===== src/rtl/sm3_msg_feeder.sv =====
// sm3_msg_feeder: message-word FIFO and input handshake driver for the SM3 core, with digest capture.
// Ports: clk, rst (async, active-high); write side wr_en/wr_data/wr_last/wr_nbyte, abort;
//   status fifo_full/fifo_cnt/ovf_err/busy/done/res; core side msg_inpt_d/_vld_byte/_vld/_lst,
//   msg_inpt_rdy, cmprss_otpt_res/_vld.
// Build option: define SM3_FEED_BSWAP_EN to byte-reverse wr_data on write (little-endian bus).
module sm3_msg_feeder #(
  parameter int DW    = 32,
  parameter int DEPTH = 8
) (
  input  logic                       clk,
  input  logic                       rst,
  input  logic                       wr_en,
  input  logic [DW-1:0]              wr_data,
  input  logic                       wr_last,
  input  logic [$clog2(DW/8)-1:0]    wr_nbyte,
  input  logic                       abort,
  output logic                       fifo_full,
  output logic [$clog2(DEPTH):0]     fifo_cnt,
  output logic                       ovf_err,
  output logic                       busy,
  output logic                       done,
  output logic [255:0]               res,
  output logic [DW-1:0]              msg_inpt_d,
  output logic [DW/8-1:0]            msg_inpt_vld_byte,
  output logic                       msg_inpt_vld,
  output logic                       msg_inpt_lst,
  input  logic                       msg_inpt_rdy,
  input  logic [255:0]               cmprss_otpt_res,
  input  logic                       cmprss_otpt_vld
);
  localparam int BW = DW / 8;
  localparam int AW = $clog2(DEPTH);
  localparam logic [1:0] S_IDLE = 2'd0, S_FEED = 2'd1, S_WAIT = 2'd2;
  logic [1:0]    r_st;
  logic [AW:0]   r_wp, r_rp;
  logic [DW-1:0] r_dat [DEPTH];
  logic          r_lst [DEPTH];
  logic [BW-1:0] r_msk [DEPTH];
  logic          r_done, r_ovf;
  logic [255:0]  r_res;
  logic [DW-1:0] w_wd;
  logic [BW-1:0] w_wm;
  logic [AW-1:0] w_hd;
  logic          w_empty, w_push, w_vld, w_pop;
`ifdef SM3_FEED_BSWAP_EN
  for (genvar i = 0; i < BW; i++) begin : g_sw
    assign w_wd[8*i +: 8] = wr_data[DW-8-8*i +: 8];
  end
`else
  assign w_wd = wr_data;
`endif
  // nbyte==0 on a last word means a full word; non-last words are always full
  assign w_wm    = (wr_last && wr_nbyte != '0) ? ~({BW{1'b1}} >> wr_nbyte) : '1;
  assign w_hd    = r_rp[AW-1:0];
  assign w_empty = r_wp == r_rp;
  assign fifo_cnt  = r_wp - r_rp;
  assign fifo_full = fifo_cnt == (AW+1)'(DEPTH);
  // full is the pre-pop value, so a push against a full FIFO is refused even if a pop happens
  assign w_push  = wr_en & ~fifo_full;
  assign w_vld   = (r_st == S_FEED) & ~w_empty;
  assign w_pop   = w_vld & msg_inpt_rdy;
  assign msg_inpt_vld      = w_vld;
  assign msg_inpt_d        = w_vld ? r_dat[w_hd] : '0;
  assign msg_inpt_vld_byte = w_vld ? r_msk[w_hd] : '0;
  assign msg_inpt_lst      = w_vld & r_lst[w_hd];
  assign busy    = r_st != S_IDLE;
  assign done    = r_done;
  assign ovf_err = r_ovf;
  assign res     = r_res;
  always_ff @(posedge clk) begin
    if (w_push && !abort) begin
      r_dat[r_wp[AW-1:0]] <= w_wd;
      r_lst[r_wp[AW-1:0]] <= wr_last;
      r_msk[r_wp[AW-1:0]] <= w_wm;
    end
  end
  always_ff @(posedge clk or posedge rst) begin
    if (rst) begin
      r_st   <= S_IDLE;
      r_wp   <= '0;
      r_rp   <= '0;
      r_done <= 1'b0;
      r_ovf  <= 1'b0;
      r_res  <= '0;
    end else if (abort) begin
      r_st   <= S_IDLE;
      r_wp   <= '0;
      r_rp   <= '0;
      r_done <= 1'b0;
      r_ovf  <= 1'b0;
    end else begin
      if (w_push) r_wp <= r_wp + (AW+1)'(1);
      if (w_pop) r_rp <= r_rp + (AW+1)'(1);
      if (wr_en && fifo_full) r_ovf <= 1'b1;
      if (r_st == S_IDLE && !w_empty) begin
        r_st   <= S_FEED;
        r_done <= 1'b0;
      end
      if (w_pop && r_lst[w_hd]) r_st <= S_WAIT;
      if (r_st == S_WAIT && cmprss_otpt_vld) begin
        r_res  <= cmprss_otpt_res;
        r_done <= 1'b1;
        r_st   <= S_IDLE;
      end
    end
  end
endmodule


===== config.mk =====
export PLATFORM = sky130hd
export DESIGN_NAME = sm3_msg_feeder
export DESIGN_NICKNAME = d
export VERILOG_FILES = /design/src/rtl/sm3_msg_feeder.sv
export SDC_FILE = /design/constraint.sdc
export NUM_CORES = 1
export LEC_CHECK = 0
export ABC_AREA = 0
export CORE_AREA = 2 2 236 238
export CTS_BUF_LIST = sky130_fd_sc_hd__clkbuf_8
export DETAILED_ROUTE_END_ITERATION = 10
export DIE_AREA = 0 0 238 240
export HOLD_SLACK_MARGIN = 0.12
export PLACE_DENSITY = 0.68
export SLEW_MARGIN = 30
export SYNTH_ARGS = -nofsm -noshare
export SYNTH_HDL_FRONTEND = slang
export SYNTH_SLANG_ARGS = --single-unit

===== constraint.sdc =====
create_clock -name clk -period 14.1 [get_ports clk]
set_clock_uncertainty 0.15 [all_clocks]
set_input_delay 3.525 -clock clk [delete_from_list [all_inputs] [get_ports clk]]
set_output_delay 3.525 -clock clk [all_outputs]
set_load 0.02 [all_outputs]

==> metrics.txt <==
TritonCTS clock tree=built; synthesized area=roughly 22000 µm²; crit-path max FO=39; cell mode on critical path=a21oi_1; global-route wire length before repair=104 mm; synthesized flop and latch total=564; hold-fix buffers at CTS=0; cell area after layout=30200 µm²; worst hold path class=register to register; Initial Util=a little under 40%; DP HPWL=53.4 mm; clock latency on the worst-skew pair=between 0.6 and 0.7 ns; DRT antenna net count=0; CTS Root Cell=clkbuf_8; Area contributors post-synth=edfxtp_1, dfrtp_1, mux2_2; CP Launch Type=register; number of top-level pins=599; proportion of layout cells with a drive suffix above 1=between 20% and 30%; leakage power=11.9 nW; initial antenna violation count=30; Peak VDD IR=between 0.00009 and 0.0001 V; nets@finish=between 2000 and 2500; Clock Sinks=564; CTS Buf Count=96; count leader, synth=edfxtp_1; final worst-path cycle share=between 50% and 60%; yosys warns=0; Tot Pwr=5.73 mW; Total GRT Usage=between 20 and 30%; Die Area=between 50000 and 60000 µm²; Final Critical Period=~8.0 ns; placed cell areas=between 20000 and 30000 µm²; Pwr Density=~190 nW/µm²; vias in the first global route=about 14000; DIE HEIGHT=240 µm; number of max-cap violations=0; postcts setup bufs=0; DR vias=about 13000; Synth cell types=46; Die W=~240 µm; crit path DAT=around 4.3 ns; RSZ-0062 raised after global routing=no; Worst setup EP type=output pin; final WL=~75 mm; Initial DRT Pass Iterations=5; EDFF count, synth=296; slew margin rel.=a little under a third; ys flop type=edfxtp_1; GR Overflow Total=0; CTS clock-pin slew for the worst setup and hold paths=about 0.060 ns; fin util=between 50% and 60%; final setup vio count=0; Final Max Slew Viols=0; critical path's largest stage delay=0.92 ns; Initial DRC Count=915; H-tree depth=3; largest net degree at the start of global routing=158; PostCTS Resize Cnt=0; critical path data required time=between 10 and 15 ns; via-per-instance ratio=5.15; Fin Setup TNS=0 ns; core area=54700 µm²; clk buf depth=3; Commonest cells post-synth=edfxtp_1, dfrtp_1, mux2_2; row count=86; Layout area overhead=40.5%; Achievable Freq=~130 MHz; Buffers & Inverters on Critical Path=1; crit path kind=register to output pin; cell count after synthesis=roughly 1200; delay-heaviest family, CP=compound AO/OA/AOI/OAI gates; sequential share of the synthesized area=between 70 and 80%; Worst-Margin Slew=a little over 1 ns; status=finished clean; number of port buffers=around 600; RD Place Congestion=approximately 0.96; slowest CP cell=dfrtp_4; Yosys top cell by area=edfxtp_1; FFs w/ async S/R, synth=between 40 and 50%; crit path cell chain=ha_1 -> and3_1 -> a21oi_1 -> nand2_4 -> a21oi_1 -> clkdlybuf4s50_1; top cell type's share of synthesized area=between 40% and 50%; Residual DRC=0; Hold Vio Cnt, Final=0; routed len/inst=approximately 29 µm; Avg Inst Size Synth=approximately 19 µm²
==> cell type report <==
| class | instances | area [µm²] |
|---|---|---|
| Antenna cell | 7 | 17.5 |
| Clock buffer | 112 | 1540 |
| Clock inverter | 63 | 322 |
| Fill cell | 4371 | 24400 |
| Inverter | 10 | 45.0 |
| Multi-Input combinational cell | 529 | 5670 |
| Sequential cell | 564 | 15600 |
| Tap cell | 704 | 881 |
| Timing Repair Buffer | 617 | 6160 |
==> kinds of logic (layout without fill, tap and decap cells) <==
logic type / Yosys count / in the layout / share of synthesized area, %
simple gates: 120 / 120 / 2.56
other cells: 1 / 15 / 0.0174
mux: 333 / 333 / 21.3
fa+ha+maj: 6 / 6 / 0.384
flops: 564 / 564 / 72.5
xor+xnor: 4 / 4 / 0.163
buf+inv: 71 / 802 / 1.60
compound gates: 58 / 58 / 1.53
==> worst register-to-register path, delay by kind of cell (launching register included) <==
kind	cells	cell delay (ns)
flops	1	0.92
compound gates	1	0.68
fa+ha+maj	2	0.73
buf+inv	2	0.42
simple gates	3	0.59
==> layer usage <==
layer | up-vias | GRT usage (%) | wire length [µm]
met5 | - | 0 | 254
met4 | 40 | 8.16 | 2100
met3 | 155 | 15.0 | 9410
met2 | 539 | 38.3 | 33500
met1 | 6933 | 31.9 | 29800
li1 | 5756 | - | -
==> final timing paths <==
check	startpoint	end	slack, ns	cells past startpoint
hold reg to reg	res[96]	res[96]	0.36	1
setup / recovery	r_rp[0]	msg_inpt_vld_byte[1]	6.11	6
min in group asynchronous	rst	res[49]	3.16	2
setup reg to reg	r_rp[0]	r_dat[7][18]	10.24	8
hold / removal	res[96]	res[96]	0.36	1
max in group asynchronous	rst	res[252]	8.76	4
==> cell usage in the layout, fill, tap and decap left out, types with 3 or more instances in the layout <==
master	netlist	final
edfxtp_1	296	296
ha_1	5	5
or2_2	3	3
inv_8	0	3
diode_2	0	7
buf_4	9	16
dfrtp_1	268	265
a21oi_1	40	40
xor2_1	3	3
nor2_1	6	6
inv_1	10	42
conb_1	1	8
mux4_2	74	74
nand2b_1	4	4
mux2_2	256	256
clkinv_2	0	9
clkbuf_8	0	112
nand2_1	80	79
or3_1	3	3
clkinv_1	0	14
mux2i_1	3	3
nor4_2	0	4
clkdlybuf4s50_1	0	598
o21ai_0	6	6
nor3_2	2	6
==> where the power goes <==
part / internal, mW / switching [mW] / leakage [nW]
clock network: 0.745 / 0.681 / 1.08
registers: 2.09 / 0.205 / 6.32
logic: 0.952 / 1.06 / 4.50
total: 3.78 / 1.95 / 11.9
==> flip-flops by register name (all words and copies together), names as in the netlist <==
register / cells
done: 1
r_rp: 4
r_dat: 256
r_msk: 32
r_lst: 8
r_wp: 4
res: 256
ovf_err: 1
r_st: 2
==> stage by stage <==
stage	hold WS, ns	cells	worst slack [ns]
6_report	0.355	2606	6.11
3_3_place_gp	0.341	2423	6.42
3_5_place_dp	0.345	2423	6.36
5_1_grt	0.363	2601	5.75
4_1_cts	0.358	2598	5.56
2_1_floorplan	0.390	1164	3.04
No activity file was read; power rests on OpenSTA's default activity.
